[config.mk]
export PLATFORM = sky130hd
export DESIGN_NAME = finder_center_locator
export DESIGN_NICKNAME = d
export VERILOG_FILES = /design/src/rtl/qr_pkg.sv /design/src/rtl/zone_majority_acc.sv /design/src/rtl/finder_center_locator.sv
export SDC_FILE = /design/constraint.sdc
export NUM_CORES = 2
export LEC_CHECK = 0
export CAP_MARGIN = 5
export CORE_AREA = 4 4 412 414
export CTS_CLUSTER_DIAMETER = 100
export DETAILED_ROUTE_END_ITERATION = 8
export DIE_AREA = 0 0 416 418
export SLEW_MARGIN = 20
export SYNTH_ARGS = -nofsm -noshare
export SYNTH_HDL_FRONTEND = slang
export SYNTH_SLANG_ARGS = --single-unit
[constraint.sdc]
create_clock -name clk_in -period 6.51 [get_ports clk_in]
set_clock_uncertainty 0.2 [all_clocks]
set_input_delay 1.302 -clock clk_in [delete_from_list [all_inputs] [get_ports clk_in]]
set_output_delay 1.302 -clock clk_in [all_outputs]
set_load 0.01 [all_outputs]
[src/rtl/qr_pkg.sv]
// Shared types and default geometry for the QR finder-pattern pipeline.
package qr_pkg;
    localparam int QR_WIDTH    = 480;
    localparam int QR_HEIGHT   = 480;
    localparam int QR_COORD_W  = 9;
    localparam int QR_READ_LAT = 2;

    typedef logic [QR_COORD_W-1:0] coord_t;

    typedef enum logic [2:0] {
        LOC_IDLE,
        LOC_SCAN,
        LOC_WAIT,
        LOC_SAMPLE,
        LOC_EVAL,
        LOC_DONE
    } loc_state_e;
endpackage

[src/rtl/zone_majority_acc.sv]
// Per-zone black/white tally, first/last crossing capture, majority test and
// midpoint of the crossings translated back to absolute coordinates.
module zone_majority_acc #(
    parameter int COORD_W      = 9,
    parameter int CNT_W        = 18,
    parameter int THRESH_NUM   = 5,
    parameter int THRESH_SHIFT = 3
) (
    input  logic               clk_in,
    input  logic               rst_in,
    input  logic               clr,
    input  logic               cap,
    input  logic [COORD_W-1:0] cap_x,
    input  logic [COORD_W-1:0] cap_y,
    input  logic               smp,
    input  logic               smp_white,
    input  logic [COORD_W-1:0] lo_x,
    input  logic [COORD_W-1:0] lo_y,
    output logic               qualify,
    output logic [COORD_W-1:0] mid_x,
    output logic [COORD_W-1:0] mid_y
);
    // Wide enough that black<<SHIFT and total*NUM never truncate.
    localparam int CMP_W = CNT_W + 1 + THRESH_SHIFT + $clog2(THRESH_NUM + 1);

    logic [CNT_W-1:0]   black, white;
    logic               have_start;
    logic [COORD_W-1:0] sx, sy, ex, ey;
    logic [CMP_W-1:0]   total_w;

    always_ff @(posedge clk_in) begin
        if (rst_in || clr) begin
            black      <= '0;
            white      <= '0;
            have_start <= 1'b0;
            sx <= '0; sy <= '0; ex <= '0; ey <= '0;
        end else begin
            if (cap) begin
                if (!have_start) begin
                    sx <= cap_x;
                    sy <= cap_y;
                    have_start <= 1'b1;
                end
                ex <= cap_x;
                ey <= cap_y;
            end
            if (smp) begin
                if (smp_white) white <= white + CNT_W'(1);
                else           black <= black + CNT_W'(1);
            end
        end
    end

    always_comb begin
        total_w = CMP_W'(black) + CMP_W'(white);
        qualify = (total_w != '0) &&
                  ((CMP_W'(black) << THRESH_SHIFT) > (total_w * CMP_W'(THRESH_NUM)));
        mid_x   = COORD_W'((({1'b0, sx} + {1'b0, ex}) >> 1) + {1'b0, lo_x});
        mid_y   = COORD_W'((({1'b0, sy} + {1'b0, ey}) >> 1) + {1'b0, lo_y});
    end
endmodule

[src/rtl/finder_center_locator.sv]
// Walks the zone grid pixel by pixel, reads frame-buffer pixels at pattern
// crossings (READ_LAT >= 1) and stores the midpoint of each majority-black zone.
module finder_center_locator import qr_pkg::*; #(
    parameter int WIDTH        = QR_WIDTH,
    parameter int HEIGHT       = QR_HEIGHT,
    parameter int COORD_W      = QR_COORD_W,
    parameter int ZONES_X      = 3,
    parameter int ZONES_Y      = 3,
    parameter int MAX_CENTERS  = 3,
    parameter int READ_LAT     = QR_READ_LAT,
    parameter int THRESH_NUM   = 5,
    parameter int THRESH_SHIFT = 3
) (
    input  logic                                                clk_in,
    input  logic                                                rst_in,
    input  logic                                                start_in,
    input  logic [WIDTH-1:0]                                    horz_patterns,
    input  logic [HEIGHT-1:0]                                   vert_patterns,
    input  logic [((ZONES_X > 1) ? ZONES_X-1 : 1)-1:0][COORD_W-1:0] bound_x,
    input  logic [((ZONES_Y > 1) ? ZONES_Y-1 : 1)-1:0][COORD_W-1:0] bound_y,
    input  logic                                                pixel_in,
    output logic [$clog2(WIDTH*HEIGHT)-1:0]                     address_out,
    output logic                                                busy_out,
    output logic [MAX_CENTERS-1:0][COORD_W-1:0]                 centers_x,
    output logic [MAX_CENTERS-1:0][COORD_W-1:0]                 centers_y,
    output logic [$clog2(MAX_CENTERS+1)-1:0]                    center_count,
    output logic                                                done_out,
    output logic                                                overflow_err,
    output logic                                                underflow_err
);
    localparam int AW    = $clog2(WIDTH*HEIGHT);
    localparam int CNT_W = $clog2(WIDTH*HEIGHT+1);
    localparam int NBX   = (ZONES_X > 1) ? ZONES_X-1 : 1;
    localparam int NBY   = (ZONES_Y > 1) ? ZONES_Y-1 : 1;
    localparam int ZXW   = (ZONES_X > 1) ? $clog2(ZONES_X) : 1;
    localparam int ZYW   = (ZONES_Y > 1) ? $clog2(ZONES_Y) : 1;
    localparam int CCW   = $clog2(MAX_CENTERS+1);
    localparam int WLW   = $clog2(READ_LAT+1);

    loc_state_e                state, state_nxt;
    logic [WIDTH-1:0]          horz_r;
    logic [HEIGHT-1:0]         vert_r;
    logic [NBX-1:0][COORD_W-1:0] bx_r;
    logic [NBY-1:0][COORD_W-1:0] by_r;
    logic [ZXW-1:0]            zone_x;
    logic [ZYW-1:0]            zone_y;
    logic [COORD_W-1:0]        px, py, x_lo, x_hi, y_lo, y_hi;
    logic [WLW-1:0]            wait_cnt;
    logic                      cand, last_px, zone_empty, last_zone, start_acc;
    logic                      pix_adv, zone_adv, cap, smp, eval;
    logic                      qualify, wr, ovf, enter_done;
    logic [COORD_W-1:0]        mid_x, mid_y;
    logic [CCW-1:0]            count_nxt;

    // Zone limits: neighbouring zones share their boundary row/column.
    always_comb begin
        x_lo = '0;
        x_hi = COORD_W'(WIDTH-1);
        for (int i = 0; i < ZONES_X-1; i++) begin
            if (int'(zone_x) == i+1) x_lo = bx_r[i];
            if (int'(zone_x) == i)   x_hi = bx_r[i];
        end
        y_lo = '0;
        y_hi = COORD_W'(HEIGHT-1);
        for (int j = 0; j < ZONES_Y-1; j++) begin
            if (int'(zone_y) == j+1) y_lo = by_r[j];
            if (int'(zone_y) == j)   y_hi = by_r[j];
        end
    end

    assign cand       = horz_r[px] & vert_r[py];
    assign last_px    = (px == x_hi) && (py == y_hi);
    assign zone_empty = (x_hi < x_lo) || (y_hi < y_lo);
    assign last_zone  = (zone_x == ZXW'(ZONES_X-1)) && (zone_y == ZYW'(ZONES_Y-1));
    assign start_acc  = (state == LOC_IDLE) && start_in;
    assign busy_out   = (state != LOC_IDLE) && (state != LOC_DONE);
    assign done_out   = (state == LOC_DONE);

    always_comb begin
        state_nxt = state;
        pix_adv   = 1'b0;
        zone_adv  = 1'b0;
        cap       = 1'b0;
        smp       = 1'b0;
        eval      = 1'b0;
        case (state)
            LOC_IDLE: if (start_in) state_nxt = LOC_SCAN;
            LOC_SCAN: begin
                if (zone_empty) begin
                    zone_adv  = 1'b1;
                    state_nxt = last_zone ? LOC_DONE : LOC_SCAN;
                end else if (cand) begin
                    cap       = 1'b1;
                    state_nxt = LOC_WAIT;
                end else if (last_px) begin
                    state_nxt = LOC_EVAL;
                end else begin
                    pix_adv = 1'b1;
                end
            end
            LOC_WAIT: if (wait_cnt == WLW'(READ_LAT-1)) state_nxt = LOC_SAMPLE;
            LOC_SAMPLE: begin
                smp = 1'b1;
                if (last_px) state_nxt = LOC_EVAL;
                else begin
                    pix_adv   = 1'b1;
                    state_nxt = LOC_SCAN;
                end
            end
            LOC_EVAL: begin
                eval      = 1'b1;
                zone_adv  = 1'b1;
                state_nxt = last_zone ? LOC_DONE : LOC_SCAN;
            end
            LOC_DONE: state_nxt = LOC_IDLE;
            default:  state_nxt = LOC_IDLE;
        endcase
    end

    assign wr         = eval && qualify && (center_count < CCW'(MAX_CENTERS));
    assign ovf        = eval && qualify && (center_count >= CCW'(MAX_CENTERS));
    assign count_nxt  = wr ? center_count + CCW'(1) : center_count;
    assign enter_done = (state_nxt == LOC_DONE) && (state != LOC_DONE);

    always_ff @(posedge clk_in) begin
        if (rst_in) begin
            state         <= LOC_IDLE;
            horz_r        <= '0;
            vert_r        <= '0;
            bx_r          <= '0;
            by_r          <= '0;
            zone_x        <= '0;
            zone_y        <= '0;
            px            <= '0;
            py            <= '0;
            wait_cnt      <= '0;
            address_out   <= '0;
            centers_x     <= '0;
            centers_y     <= '0;
            center_count  <= '0;
            overflow_err  <= 1'b0;
            underflow_err <= 1'b0;
        end else begin
            state <= state_nxt;
            if (start_acc) begin
                horz_r        <= horz_patterns;
                vert_r        <= vert_patterns;
                bx_r          <= bound_x;
                by_r          <= bound_y;
                zone_x        <= '0;
                zone_y        <= '0;
                px            <= '0;
                py            <= '0;
                address_out   <= '0;
                centers_x     <= '0;
                centers_y     <= '0;
                center_count  <= '0;
                overflow_err  <= 1'b0;
                underflow_err <= 1'b0;
            end
            if (cap) begin
                address_out <= AW'(px) + AW'(py) * AW'(WIDTH);
                wait_cnt    <= '0;
            end
            if (state == LOC_WAIT) wait_cnt <= wait_cnt + WLW'(1);
            if (pix_adv) begin
                if (px == x_hi) begin
                    px <= x_lo;
                    py <= py + COORD_W'(1);
                end else begin
                    px <= px + COORD_W'(1);
                end
            end
            // The next zone starts on the current zone's shared boundary.
            if (zone_adv) begin
                if (zone_x == ZXW'(ZONES_X-1)) begin
                    zone_x <= '0;
                    zone_y <= zone_y + ZYW'(1);
                    px     <= '0;
                    py     <= y_hi;
                end else begin
                    zone_x <= zone_x + ZXW'(1);
                    px     <= x_hi;
                    py     <= y_lo;
                end
            end
            for (int k = 0; k < MAX_CENTERS; k++) begin
                if (wr && (int'(center_count) == k)) begin
                    centers_x[k] <= mid_x;
                    centers_y[k] <= mid_y;
                end
            end
            center_count <= start_acc ? '0 : count_nxt;
            if (ovf) overflow_err <= 1'b1;
            if (enter_done) underflow_err <= (count_nxt < CCW'(MAX_CENTERS));
        end
    end

    zone_majority_acc #(
        .COORD_W      (COORD_W),
        .CNT_W        (CNT_W),
        .THRESH_NUM   (THRESH_NUM),
        .THRESH_SHIFT (THRESH_SHIFT)
    ) u_acc (
        .clk_in    (clk_in),
        .rst_in    (rst_in),
        .clr       (eval | start_acc),
        .cap       (cap),
        .cap_x     (px - x_lo),
        .cap_y     (py - y_lo),
        .smp       (smp),
        .smp_white (pixel_in),
        .lo_x      (x_lo),
        .lo_y      (y_lo),
        .qualify   (qualify),
        .mid_x     (mid_x),
        .mid_y     (mid_y)
    );
endmodule
==> impl_metrics.toml <==
[run_status]
status = "completed"

[setup_path]
crit_type = "flip-flop to flip-flop"
arrival_ps = 6770
crit_family = "compound AO/OA/AOI/OAI gates"
path_depth = 27
cp_max_fo = 5
crit_path_end_kind = "flip-flop"
crit_path_max_incr_delay_ps = 440
r2r.worst_path.cells = 27
cp.required_ps = 6950
cp_slowest_cell = "o41a_1"
worstSetupStartpointType = "flip-flop"
crit_buf_inv = 3

[clock_tree]
cts_tree = "done"
numCtsBuffers = 138
worstSkewPairLatency_ps = 780
cts_buffer_depth = 3
root_buffer = "clkbuf_16"
htreeDepth = 4
clock_sinks = 1172
hold_buffers = 0
clkTransAtPathRegs_ps = 60

[timing]
setup_viol = 0
fmax_ghz = 0.158
hold_violations = 0
finalMaxSlewViolations = 0
slew_headroom_pct = 18.3
hold_slack_ps = 251
finalCritPeriodShare_pct = 97.1
rsz0062_at_grt = "true"
timing.final.crit_period_ps = 6320
layout_setup_ws_ps = 190
worst_pin_slew_ps = 1220

[floorplanning]
core-area_um2 = 166000
top_level_ports = 1078
row_count = 150
die_area_um2 = 174000
die_y_um = 418
start_util_pct = 33.4
fp.dieW_um = 416

[global_routing]
grt_pass1_vias = 49900
grt_usage_pct = 24.2
antenna_found_initial = 78
grt_max_degree = 208
grt_pass1_wl_mm = 321
grt.overflow.total = 0

[worst_hold_path]
hp-class = "flip-flop to flip-flop"
whs_path_depth = 2

[placed_design]
port_buffers = 1077
place.gp.congestion = 0.895
hpwlAfterDp_mm = 165
pre_cts_slack_ps = -156

[yosys]
syn_nets = 7800
syn-instance-count = 6605
syn_avg_cell_area_um2 = 8.41
synth_cell_types = 86
yosysWarnings = 0
synth_edf_count = 0
async_reset_ff_share_pct = 0
syn_area_um2 = 55600
ys_seq_elements = 1172
synth_seq_area_share_pct = 42.2
synth_ff_type = "dfxtp_1"

[routing]
drtIter0Drc = 4705
drt_first_pass_iters = 6
finalWirelength_mm = 222
drc = 0
ant_nets = 0
routed-via-count = 51300
wl_per_cell_um = 22.5
vias_per_cell = 5.21

[power]
power.leakage_uw = 0.0275
powerDensity_nw_per_um2 = 311
clkPwrFrac_pct = 35.5
seqPwrFrac_pct = 37.7
combPwrFrac_pct = 26.8
p_switching_uw = 7550
p_sw_share_pct = 32.9
p_int_uw = 15400
peakVddDrop_v = 0.000239

[final_layout]
fin_nets = 8679
drive_gt1_share_pct = 9.18
area_growth_syn_to_layout_pct = 32.8

[job]
drv_cap = 0
-- stage by stage --
step	TNS (ps)	power [uW]	instances	utilization [%]	cell area (um2)
6_report	0	23000	9853	44.4	73800
5_1_grt	-322	24000	9843	44.4	73800
4_1_cts	0	23100	9786	44.1	73300
3_5_place_dp	-5330	15000	9539	41.2	68400
3_3_place_gp	-6340	14900	9539	41.2	68400
2_1_floorplan	0	12600	6605	-	55600
-- repair_timing --
action                                  CTS  global route
pin swaps                                 7            39
gates resized for setup                  11            47
cloned                                    0             1
buffers inserted                          2             7
endpoints found under the setup margin   56            57
-- power groups by stage --
stage	sequential [uW]	combinational, uW	clock (uW)
5_1_grt	8750	6690	8570
3_5_place_dp	8800	6150	0
2_1_floorplan	8440	4200	0
4_1_cts	8650	6180	8300
3_3_place_gp	8770	6090	0
6_report	8660	6160	8150
-- flip-flops by register name, indices dropped and copies added (netlist names), 3 cells and up --
register / flops
centers_y: 27
bx_r: 18
state: 3
u_acc.sy: 9
u_acc.black: 18
u_acc.white: 18
u_acc.sx: 9
u_acc.ey: 9
px: 9
py: 9
centers_x: 27
u_acc.ex: 9
by_r: 18
horz_r: 480
vert_r: 480
address_out: 18
-- cell type report --
type,count,area [um2]
antenna,60,150
clock buffer,190,3930
clock inverter,55,913
fill,16500,92500
inverter,90,338
multi-input combinational,4852,29900
sequential,1172,23500
tap,2204,2760
timing repair buffer,1230,12300
-- cell usage in the layout (no fill, tap or decap), types with 27 or more instances in the layout --
| master | count |
|---|---|
| xnor2_1 | 77 |
| a21oi_1 | 1113 |
| a22oi_1 | 50 |
| clkdlybuf4s50_1 | 1076 |
| buf_12 | 27 |
| a21o_1 | 33 |
| clkbuf_16 | 141 |
| nor2b_1 | 41 |
| nand3_1 | 47 |
| nand4_1 | 27 |
| buf_4 | 122 |
| dfxtp_1 | 1160 |
| xor2_1 | 56 |
| ha_1 | 161 |
| nor2_1 | 175 |
| nand2_1 | 2186 |
| o21ai_0 | 57 |
| mux4_2 | 226 |
| inv_1 | 88 |
| mux2i_1 | 169 |
| diode_2 | 60 |
-- cell families after synthesis --
logic type / Yosys count / synth area share, %
simple gates: 2644 / 19.2
fa+ha+maj: 195 / 4.71
xor+xnor: 140 / 2.21
mux: 415 / 12.6
compound gates: 1458 / 14.6
flops: 1172 / 42.2
buf+inv: 581 / 4.46
-- worst reg2reg max path, cell delays in order (launching register included) --
cell and delay (ps):
dfxtp_2 330, ha_4 160, buf_4 120, buf_4 120
a21o_1 170, a211o_1 290, a211o_1 320, a31oi_1 180
xnor2_1 200, ha_1 320, ha_4 270, a21oi_4 130
nor2b_1 60, o21a_1 180, o221a_4 220, o41a_1 440
a211o_1 330, a21oi_2 190, xnor2_1 110, ha_1 310
nand4_1 140, nor2_2 170, o31a_1 180, o221ai_2 150
a211oi_2 170, buf_4 170, and2_4 230, mux2_1 330
-- Yosys cell counts (26+ instances only) --
library cell | number | area [um2]
a21o_1 | 33 | 248
inv_1 | 89 | 334
dfxtp_1 | 1172 | 23500
and3_1 | 27 | 169
mux2i_1 | 169 | 1690
nand2_1 | 2187 | 8210
clkbuf_1 | 408 | 1530
a22oi_1 | 50 | 375
mux4_2 | 226 | 5090
nand4_1 | 27 | 169
xnor2_1 | 82 | 718
xor2_1 | 58 | 508
nor2b_1 | 41 | 257
nor2_1 | 178 | 668
ha_1 | 171 | 2140
nand3_1 | 48 | 240
a21oi_1 | 1122 | 5620
buf_6 | 26 | 293
buf_2 | 41 | 205
o21ai_0 | 61 | 305
-- final timing paths --
check	slack [ps]	from	end
min	250	vert_r[461]$_SDFFE_PP0P_	vert_r[461]$_SDFFE_PP0P_
max	190	u_acc.white[0]$_SDFFE_PP0P_	centers_y[17]$_SDFFE_PP0P_
max reg2reg	190	u_acc.white[0]$_SDFFE_PP0P_	centers_y[17]$_SDFFE_PP0P_
min reg2reg	250	vert_r[461]$_SDFFE_PP0P_	vert_r[461]$_SDFFE_PP0P_
-- routing by layer --
layer  up-vias  share of wire (%)  GRT usage (%)  wire length [um]
met5         -               0.10              0               230
met2      1669                 50           41.7            110000
met1     24800                 40           29.0             87900
met4        34                4.7           11.6             10400
met3       406                5.9           4.72             13100
li1      24400                  -              -                 -
(Power assumes the default switching activity.)
